`src/rtl/ram_reader_pkg.sv`:
```
// ============================================================================
// Module   : ram_reader_pkg
// Purpose  : Shared constants, typedefs and helpers for the RAM burst reader.
//            The address/count/data typedefs describe the default build
//            (5-bit address, 8-byte words, 6-bit count).
// Revision : 1.0 - initial release
// ============================================================================
`default_nettype none

package ram_reader_pkg;

  // Output buffer depth; the issue credit is sized against it.
  localparam int FIFO_DEPTH  = 4;
  localparam int PTR_NBITS   = 2;
  localparam int LEVEL_NBITS = 3;

  // Default configuration widths.
  localparam int DEF_ADDR_NBITS  = 5;
  localparam int DEF_SPAN_NBITS  = 8;
  localparam int DEF_COUNT_NBITS = 6;

  typedef logic [DEF_ADDR_NBITS-1:0]    addr_t;
  typedef logic [DEF_COUNT_NBITS-1:0]   count_t;
  typedef logic [DEF_SPAN_NBITS*8-1:0]  data_t;

  typedef struct packed {
    data_t data;
    logic  last;
  } fifo_entry_t;

  // Credit already committed: words buffered plus words still in the RAM pipe.
  function automatic logic [LEVEL_NBITS:0] credit_used(
    input logic [LEVEL_NBITS-1:0] level,
    input logic [1:0]             inflight
  );
    return {1'b0, level} + {2'b00, inflight};
  endfunction

endpackage

`default_nettype wire

```
`src/rtl/ram_reader_fifo.sv`:
```
// ============================================================================
// Module   : ram_reader_fifo
// Purpose  : 4-entry single-clock FIFO with level output and synchronous
//            flush. Head entry is presented directly from storage.
// Revision : 1.0 - initial release
// ============================================================================
`default_nettype none

module ram_reader_fifo
  import ram_reader_pkg::*;
#(
  parameter int WIDTH = 65
) (
  input  logic                   clk,
  input  logic                   rst,
  input  logic                   i_clr,
  input  logic                   i_push,
  input  logic [WIDTH-1:0]       i_push_data,
  input  logic                   i_pop,
  output logic [WIDTH-1:0]       o_head,
  output logic [LEVEL_NBITS-1:0] o_level
);

  logic [WIDTH-1:0]       mem_q [FIFO_DEPTH];
  logic [WIDTH-1:0]       mem_d [FIFO_DEPTH];
  logic [PTR_NBITS-1:0]   wr_ptr_q, wr_ptr_d;
  logic [PTR_NBITS-1:0]   rd_ptr_q, rd_ptr_d;
  logic [LEVEL_NBITS-1:0] level_q, level_d;
  logic                   do_push;
  logic                   do_pop;

  // Next-state: push/pop bookkeeping; flush overrides pointer and level updates.
  always_comb begin
    do_pop   = i_pop && (level_q != '0);
    do_push  = i_push && ((level_q != LEVEL_NBITS'(FIFO_DEPTH)) || do_pop);
    mem_d    = mem_q;
    wr_ptr_d = wr_ptr_q;
    rd_ptr_d = rd_ptr_q;
    level_d  = level_q;
    if (do_push) begin
      mem_d[wr_ptr_q] = i_push_data;
      wr_ptr_d        = wr_ptr_q + PTR_NBITS'(1);
    end
    if (do_pop) begin
      rd_ptr_d = rd_ptr_q + PTR_NBITS'(1);
    end
    case ({do_push, do_pop})
      2'b10:   level_d = level_q + LEVEL_NBITS'(1);
      2'b01:   level_d = level_q - LEVEL_NBITS'(1);
      default: level_d = level_q;
    endcase
    if (i_clr) begin
      wr_ptr_d = '0;
      rd_ptr_d = '0;
      level_d  = '0;
    end
  end

  // State register with synchronous reset.
  always_ff @(posedge clk) begin
    if (rst) begin
      mem_q    <= '{default: '0};
      wr_ptr_q <= '0;
      rd_ptr_q <= '0;
      level_q  <= '0;
    end else begin
      mem_q    <= mem_d;
      wr_ptr_q <= wr_ptr_d;
      rd_ptr_q <= rd_ptr_d;
      level_q  <= level_d;
    end
  end

  assign o_head  = mem_q[rd_ptr_q];
  assign o_level = level_q;

endmodule

`default_nettype wire

```
`src/rtl/ram_burst_reader.sv`:
```
// ============================================================================
// Module   : ram_burst_reader
// Purpose  : Burst read initiator for a block RAM with a 1-cycle registered
//            read port. Issues addresses under FIFO credit, tracks the two
//            in-flight pipeline stages and streams words out over
//            valid/ready with per-burst last marking.
// Options  : RAM_BURST_READER_ABORT_EN - adds abort_in, which flushes the
//            burst, the in-flight words and the output buffer.
// Revision : 1.0 - initial release
// ============================================================================
`default_nettype none

module ram_burst_reader
  import ram_reader_pkg::*;
#(
  parameter int ADDR_NBITS  = 5,
  parameter int SPAN_NBITS  = 8,
  parameter int COUNT_NBITS = 6
) (
  input  logic                    clk_in,
  input  logic                    reset_in,
`ifdef RAM_BURST_READER_ABORT_EN
  input  logic                    abort_in,
`endif
  input  logic                    cmdValid_in,
  output logic                    cmdReady_out,
  input  logic [ADDR_NBITS-1:0]   cmdAddr_in,
  input  logic [COUNT_NBITS-1:0]  cmdCount_in,
  output logic [ADDR_NBITS-1:0]   ramReadAddr_out,
  input  logic [SPAN_NBITS*8-1:0] ramReadData_in,
  output logic                    rspValid_out,
  input  logic                    rspReady_in,
  output logic [SPAN_NBITS*8-1:0] rspData_out,
  output logic                    rspLast_out,
  output logic                    busy_out
);

  localparam int DATA_NBITS  = SPAN_NBITS * 8;
  localparam int ENTRY_NBITS = DATA_NBITS + 1;

  logic [COUNT_NBITS-1:0] remaining_q, remaining_d;
  logic [ADDR_NBITS-1:0]  next_addr_q, next_addr_d;
  logic [ADDR_NBITS-1:0]  rd_addr_q, rd_addr_d;
  // Stage 1: address presented to RAM; stage 2: RAM data valid on input.
  logic                   s1_valid_q, s1_valid_d;
  logic                   s1_last_q, s1_last_d;
  logic                   s2_valid_q, s2_valid_d;
  logic                   s2_last_q, s2_last_d;

  logic                   abort;
  logic                   cmd_fire;
  logic                   credit_ok;
  logic [1:0]             inflight;
  logic                   src_valid;
  logic [ADDR_NBITS-1:0]  src_addr;
  logic [COUNT_NBITS-1:0] src_count;
  logic                   issue;

  logic [ENTRY_NBITS-1:0] fifo_head;
  logic [LEVEL_NBITS-1:0] fifo_level;
  logic                   fifo_push;
  logic                   fifo_pop;

`ifdef RAM_BURST_READER_ABORT_EN
  assign abort = abort_in;
`else
  assign abort = 1'b0;
`endif

  assign inflight  = {1'b0, s1_valid_q} + {1'b0, s2_valid_q};
  assign credit_ok = credit_used(fifo_level, inflight) < (LEVEL_NBITS+1)'(FIFO_DEPTH);

  // Issue/credit logic: a freshly accepted command issues its first word on
  // the acceptance edge so its address appears the very next cycle.
  always_comb begin
    cmd_fire  = cmdValid_in && (remaining_q == '0);
    src_valid = 1'b0;
    src_addr  = next_addr_q;
    src_count = remaining_q;
    if (remaining_q != '0) begin
      src_valid = 1'b1;
    end else if (cmd_fire && (cmdCount_in != '0)) begin
      src_valid = 1'b1;
      src_addr  = cmdAddr_in;
      src_count = cmdCount_in;
    end
    issue = src_valid && credit_ok && !abort;

    remaining_d = remaining_q;
    next_addr_d = next_addr_q;
    rd_addr_d   = rd_addr_q;
    if (cmd_fire) begin
      remaining_d = cmdCount_in;
      next_addr_d = cmdAddr_in;
    end
    if (issue) begin
      rd_addr_d   = src_addr;
      next_addr_d = src_addr + ADDR_NBITS'(1);
      remaining_d = src_count - COUNT_NBITS'(1);
    end

    s1_valid_d = issue;
    s1_last_d  = issue && (src_count == COUNT_NBITS'(1));
    s2_valid_d = s1_valid_q && !abort;
    s2_last_d  = s1_last_q;

    // Abort wins over everything, including a same-edge command.
    if (abort) begin
      remaining_d = '0;
      next_addr_d = next_addr_q;
    end
  end

  // Burst and pipeline registers with synchronous reset.
  always_ff @(posedge clk_in) begin
    if (reset_in) begin
      remaining_q <= '0;
      next_addr_q <= '0;
      rd_addr_q   <= '0;
      s1_valid_q  <= 1'b0;
      s1_last_q   <= 1'b0;
      s2_valid_q  <= 1'b0;
      s2_last_q   <= 1'b0;
    end else begin
      remaining_q <= remaining_d;
      next_addr_q <= next_addr_d;
      rd_addr_q   <= rd_addr_d;
      s1_valid_q  <= s1_valid_d;
      s1_last_q   <= s1_last_d;
      s2_valid_q  <= s2_valid_d;
      s2_last_q   <= s2_last_d;
    end
  end

  assign fifo_push = s2_valid_q && !abort;
  assign fifo_pop  = rspValid_out && rspReady_in;

  ram_reader_fifo #(
    .WIDTH (ENTRY_NBITS)
  ) u_fifo (
    .clk         (clk_in),
    .rst         (reset_in),
    .i_clr       (abort),
    .i_push      (fifo_push),
    .i_push_data ({ramReadData_in, s2_last_q}),
    .i_pop       (fifo_pop),
    .o_head      (fifo_head),
    .o_level     (fifo_level)
  );

  // Response side is driven purely from registered FIFO state; data is
  // forced to zero when nothing is buffered.
  always_comb begin
    rspValid_out = (fifo_level != '0);
    rspData_out  = rspValid_out ? fifo_head[ENTRY_NBITS-1:1] : '0;
    rspLast_out  = rspValid_out && fifo_head[0];
  end

  assign cmdReady_out    = (remaining_q == '0);
  assign ramReadAddr_out = rd_addr_q;
  assign busy_out        = (remaining_q != '0) || s1_valid_q || s2_valid_q || (fifo_level != '0);

endmodule

`default_nettype wire

```
`config.mk`:
```
export PLATFORM = sky130hd
export DESIGN_NAME = ram_burst_reader
export DESIGN_NICKNAME = d
export VERILOG_FILES = /design/src/rtl/ram_reader_pkg.sv /design/src/rtl/ram_reader_fifo.sv /design/src/rtl/ram_burst_reader.sv
export SDC_FILE = /design/constraint.sdc
export NUM_CORES = 1
export LEC_CHECK = 0
export ABC_AREA = 1
export BUFFER_PORTS_ARGS = -buffer_cell sky130_fd_sc_hd__clkbuf_2
export CORE_MARGIN = 1
export CORE_UTILIZATION = 40
export DETAILED_ROUTE_END_ITERATION = 8
export GPL_TIMING_DRIVEN = 0
export SLEW_MARGIN = 20
export SYNTH_ARGS = -nofsm -noshare
export SYNTH_HDL_FRONTEND = slang
export SYNTH_HIERARCHICAL = 1
export SYNTH_SLANG_ARGS = --single-unit
```
`constraint.sdc`:
```
create_clock -name clk_in -period 4.2 [get_ports clk_in]
set_clock_uncertainty 0.1 [all_clocks]
set_input_delay 0.42 -clock clk_in [delete_from_list [all_inputs] [get_ports clk_in]]
set_output_delay 0.42 -clock clk_in [all_outputs]
set_load 0.1 [all_outputs]
```
=== Yosys cells after proc, flatten, opt, wreduce, memory -nomap -nowiden ===
Index checks and enable logic that the tools add are counted.

* Add/subtract/negate cells: 8
* Bitwise operators: 2
* Reductions and logical operators: 19
* Shift operators: 0
* Equal/unequal tests: 4
* Multipliers: 0
* Mux-type cells: 18
* Divide/modulo/power cells: 0
* Magnitude comparators: 4

{| class="wikitable"
|+ Operator list
! kind !! count
|-
| 260-bit bitwise mux || 1
|-
| 65-bit 2-to-1 mux || 3
|-
| 65-bit binary-select mux with 2-bit select || 1
|-
| 65-bit demux with 2-bit select || 1
|-
| 64-bit 2-to-1 mux || 1
|-
| 6-bit 2-to-1 mux || 4
|-
| 5-bit 2-to-1 mux || 4
|-
| 6-bit nonzero test || 2
|-
| 1-bit logical AND || 9
|-
| 6-bit by 1-bit equality test with 1-bit output, second input constant || 1
|-
| 3-bit greater-or-equal comparator, second input constant || 2
|-
| 6-bit zero test || 1
|-
| 2-bit NOT with 3-bit output || 2
|-
| 3-bit case mux with 2 select lines || 1
|-
| 6-bit by 1-bit subtractor with 6-bit output, second input constant || 1
|-
| 5-bit by 1-bit adder with 5-bit output, second input constant || 1
|-
| 2-bit by 1-bit adder with 2-bit output, second input constant || 2
|-
| 3-bit by 2-bit adder with 4-bit output || 1
|-
| 1-bit logical OR || 4
|-
| 4-bit by 3-bit < comparator with 1-bit output, second input constant || 1
|-
| 2-bit nonzero test || 2
|-
| 3-bit by 1-bit adder with 3-bit output, second input constant || 1
|-
| 3-bit by 1-bit < comparator with 1-bit output, second input constant || 1
|-
| 3-bit != test, second input constant || 1
|-
| 6 further kinds || 7
|}

* Bits in writable memories: 0
* ROM bits: 0
* Input bits: 79
* Register bits after elaboration: 287
* Bits in latches: 0
* Memories kept: 0
* Logic and storage cells: 69

=== Longest topological paths before layout ===
* Depth in word-level cells: 7
* Mapped depth: 17

=== Modules after synthesis ===
Netlist, hierarchy kept.

{| class="wikitable"
|+ By module, submodules not included
! module !! times used !! seq. area each (µm²) !! area an instance (µm²) !! cells an instance
|-
| ram_reader_fifo || 1 || 5345.1 || 14848.0 || 2457
|-
| ram_burst_reader || 1 || 400.4 || 1769.2 || 332
|}

=== Worst setup path before layout ===
Ideal clock, no wire load.

* Path kind: reg-to-output
* From: register u_fifo.rd_ptr_q[0]
* To: output rspData_out[10]
* Setup slack: 1283 ps
* Path buffers: 4
* Data arrival time: 2397 ps
* Cell stages (with the launch flop): 10
* Path through: dfxtp_1 > buf_2 > inv_2 > buf_2 > buf_4 > buf_6 > nand2_1 > a21oi_1 > inv_1 > nor2_1

* Cells in the longest elaborated chain, start to end: 5

{| class="wikitable"
|+ Ends and longest elaborated chain
! what !! RTL line !! RTL
|-
| start: declaration || ram_reader_fifo.sv:27 || <nowiki>logic [PTR_NBITS-1:0] rd_ptr_q, rd_ptr_d;</nowiki>
|-
| start signal: assignment || ram_reader_fifo.sv:69 || <nowiki>rd_ptr_q <= rd_ptr_d;</nowiki>
|-
| 2-bit NOT with 3-bit output (not written as such) || ram_reader_fifo.sv:74 || <nowiki>assign o_head = mem_q[rd_ptr_q];</nowiki>
|-
| 65-bit binary-select mux with 2-bit select || ram_reader_fifo.sv:74 ||
|-
| 65-bit 2-to-1 mux (not written as such) (2 in series) || ram_reader_fifo.sv:74 ||
|-
| net fifo_head[11] || ram_burst_reader.sv:59 || <nowiki>logic [ENTRY_NBITS-1:0] fifo_head;</nowiki>
|-
| 64-bit 2-to-1 mux || ram_burst_reader.sv:155 || <nowiki>rspData_out = rspValid_out ? fifo_head[ENTRY_NBITS-1:1] : '0;</nowiki>
|-
| end: declaration || ram_burst_reader.sv:33 || <nowiki>output logic [SPAN_NBITS*8-1:0] rspData_out,</nowiki>
|}

The timed path passes the listed nets, and every way through them passes these cells. The select of a mux whose other input is x is not followed.

=== Worst setup path in the final report ===
* From: register u_fifo.level_q[1] (netlist: u_fifo/o_level[1])
* To: register u_fifo.level_q[2] (netlist: u_fifo/o_level[2])

* Cells in the longest elaborated chain, start to end: 7
* Elaborated cells on any way between the ends: 12
* Those cells by class: 2 x add/sub; 3 x eq/ne; 1 x mux; 6 x reduce/logical

{| class="wikitable"
|+ Ends and longest elaborated chain
! what !! RTL line !! RTL
|-
| start: declaration || ram_reader_fifo.sv:28 || <nowiki>logic [LEVEL_NBITS-1:0] level_q, level_d;</nowiki>
|-
| start signal: assignment || ram_reader_fifo.sv:70 || <nowiki>level_q <= level_d;</nowiki>
|-
| 3-bit nonzero test * || ram_burst_reader.sv:154 || <nowiki>rspValid_out = (fifo_level != '0);</nowiki>
|-
| 1-bit logical AND * || ram_burst_reader.sv:136 || <nowiki>assign fifo_pop = rspValid_out && rspReady_in;</nowiki>
|-
| net fifo_pop || ram_burst_reader.sv:62 || <nowiki>logic fifo_pop;</nowiki>
|-
| 1-bit logical AND * || ram_reader_fifo.sv:34 || <nowiki>do_pop = i_pop && (level_q != '0);</nowiki>
|-
| 1-bit logical OR || ram_reader_fifo.sv:35 || <nowiki>do_push = i_push && ((level_q != LEVEL_NBITS'(FIFO_DEPTH)) || do_pop);</nowiki>
|-
| 1-bit logical AND || ram_reader_fifo.sv:35 ||
|-
| 2-bit by 1-bit equality test with 1-bit output or 2-bit equality test (tied branches) || ram_reader_fifo.sv:47 || <nowiki>case ({do_push, do_pop})</nowiki>
|-
| 3-bit case mux with 2 select lines or 2-bit nonzero test (tied branches) || - ||
|}

Mark *: on every way through the listed nets, which the timed path passes. The rest lies on a longest branch.
A chain may end at the register's enable or synchronous reset.

==> impl_metrics.toml <==
[cts]
htree_levels = 2
clk_pin_slew_ns = 0.05
hold_buffers = 0
clkLatencyLatePin_ns = 0.52
post_cts.repair.setup_buffers = 0
cts.sinks = 287
cts_resized = 0
cts_buffer_depth = 3
clock-root-buffer = "clkbuf_16"
cts_tree = "yes"
cts_inserted_buffers = 36

[logic_synthesis]
synth_xor_area_frac = 0.000527
synth_area_per_cell_um2 = 5.96
syn_nets = 2878
syn_area_um2 = 16600
synth_edf_count = 0
synth_cell_types = 31
async_flop_share = 0
synth-compound-area-share = 0.0904
synth_seq_cells = 287
synth_top_family_by_area = "simple AND/OR/NAND/NOR gates"
muxShareOfSynthArea = 0
synthSimpleGateAreaFrac = 0.340
synth-main-ff-cell = "dfxtp_1"
synthAdderAreaFrac = 0.00798
ys_seq_area_frac = 0.346
yosys_warnings = 6
synth_cells = 2789

[worst_setup_path]
cp.arrival_ns = 4.08
crit_top_cell = "nand2_1"
slowest_delay_ns = 0.73
worstReg2RegStart = "u_fifo/o_level[1]"
r2r_slack_ns = 0.44
cp.buffers_inverters = 6
crit_path_end_kind = "register"
crit_required_ns = 4.52
cp_max_fo = 10
r2r_cells = 18
slowest_stage = "clkbuf_1"
rr_endpoint = "u_fifo/o_level[2]"
path_delay_family = "buffers and inverters"
critical_path_class = "reg2reg"
crit_path_start_kind = "register"
cp_cell_sequence = "nor3_2 > buf_6 > clkbuf_1 > nor2_1 > nor2_2 > nand2_2 > buf_6 > buf_6 > nand2_1 > ha_1 > inv_1 > fa_1 > inv_1 > nand2_1 > nand3_1 > nand2_1 > nand2_1 > nor2_1"

[route]
vias = 17500
drc = 0
routedWlPerCell_um = 16.0
avgViaCountPerCell = 4.94
detail-route-antenna-nets = 0
drtIter0Drc = 1587
wl_mm = 56.7
drt_pre_antenna_iters = 6

[power]
powerDensity_nw_per_um2 = 442
p_leak_nw = 9.56
irDropWorstVdd_v = 0.000455

[worst_hold_path]
min_to = "next_addr_q[1]"
hp-class = "in2reg"
hold_path_depth = 3
hp-start = "cmdAddr_in[1]"

[global_route]
grt_max_degree = 13
grt_pass1_vias = 15700
grt_usage = 0.266
antenna_found_initial = 0
grt_remaining_overflow = 0
grt_pass1_wl_mm = 86.8

[place]
gp_congestion = 0.897
port_buffers = 151
place_inst = 3473
place_area_um2 = 18100
dpl.hpwl_mm = 40.6

[die]
rows = 74
start_util = 0.406
ios = 152
core-area_um2 = 40900
die_w_um = 206
die_h_um = 206
dieArea_um2 = 42400

[sta]
max_freq_mhz = 266
slew_headroom = 0.252
hold_violations = 0
period_needed_ns = 3.76
maxSlewViolCount = 0
period_share = 0.895
tightestPinTransition_ns = 1.12
finalSetupViolations = 0
rsz0062_at_grt = "false"

[layout]
drive_above_1_share = 0.110
final_cell_mix = "685 x inv_1, 654 x nand2_1, 349 x nor2_1, 287 x dfxtp_1, 260 x nand4_1"
final_util = 0.470
n_antenna_cell = 0
fin_area_um2 = 19200
areaGrowthSynthToFinish_pct = 15.6
stdcell_count = 3532
final_nets = 3068
final_common_cell = "inv_1"
nFillCells = 4414

[status]
status = "completed"

[job]
maxCapViolations = 0
-- logic make-up (layout without fill, tap and decap cells) --
logic type | count (synthesis) | count (layout)
and+or+nand+nor | 1306 | 1306
xor gates and xnor gates | 1 | 1
AOI/OAI and AO/OA | 297 | 297
DFF | 287 | 287
adders and majority gates | 10 | 10
buffers and inverters | 887 | 1098
other | 1 | 1
-- worst min-delay path, stage by stage --
cell,delay (ns)
clkbuf_2,0.11
nand3_1,0.08
a31oi_1,0.07
-- routing by layer --
metal,GRT usage,share of wire,vias up
met1,0.339,0.43,7829
li1,-,-,8796
met4,0.119,0.044,0
met5,0,0,-
met3,0.0483,0.078,142
met2,0.437,0.45,684
-- stage by stage --
stage	TNS, ns	total power, mW	worst slack (ns)	hold WS [ns]
after global placement	-0.539	5.41	-0.344	0.301
after floorplan	0	4.86	1.28	0.288
final	0	8.50	0.440	0.117
after global routing	0	8.95	0.136	0.135
after CTS	0	8.54	0.379	0.101
after detailed placement	0	5.45	0.384	0.302
-- worst max path at each step --
stage	from	end	slack, ns	cells past startpoint
floorplan	u_fifo/rd_ptr_q[0]	rspData_out[10]	1.28	9
global placement	u_fifo/o_level[1]	u_fifo/o_level[2]	-0.34	17
detailed placement	u_fifo/o_level[1]	u_fifo/o_level[2]	0.38	18
CTS	u_fifo/o_level[1]	u_fifo/o_level[2]	0.38	18
global route	u_fifo/o_level[1]	u_fifo/o_level[2]	0.14	18
finish	u_fifo/o_level[1]	u_fifo/o_level[2]	0.44	18
-- registers in the layout, summed over array words and instances, names as in the netlist, 2 cells and up --
name             count
u_fifo/mem_q       260
remaining_q          6
next_addr_q          5
ramReadAddr_out      5
u_fifo/o_level       3
u_fifo/rd_ptr_q      2
u_fifo/wr_ptr_q      2
-- layout make-up --
type / count / area [µm²] / share of cell area
plain buffers: 197 / 977 / 0.0509
clock buffers: 53 / 1110 / 0.0576
clock inverters: 6 / 55.1 / 0.00286
inverters: 690 / 2590 / 0.135
multi-input cells: 1615 / 7310 / 0.380
flip-flops and latches: 287 / 5750 / 0.299
well taps: 532 / 666 / 0.0346
repair buffers: 152 / 767 / 0.0399
-- cells in the mapped netlist, drive strengths merged, types with 3 or more instances --
library cell,instances,area [µm²]
nor2,353,1350
clkbuf,53,199
buf,144,778
a21oi,216,1080
nand3b,3,22.5
inv,689,2590
dfxtp,287,5750
ha,9,113
o21ai,77,385
nand2,660,2510
nand4,260,1630
nand3,28,140
-- power by group --
group          leakage [nW]  switching [mW]  total, mW  internal (mW)
Combinational          6.65            1.74       2.39          0.649
Clock                 0.581            1.20       3.07           1.87
Sequential             2.33           0.102       3.04           2.93
Total                  9.56            3.05       8.50           5.45
Note: power is estimated with default switching activity, not from simulation.
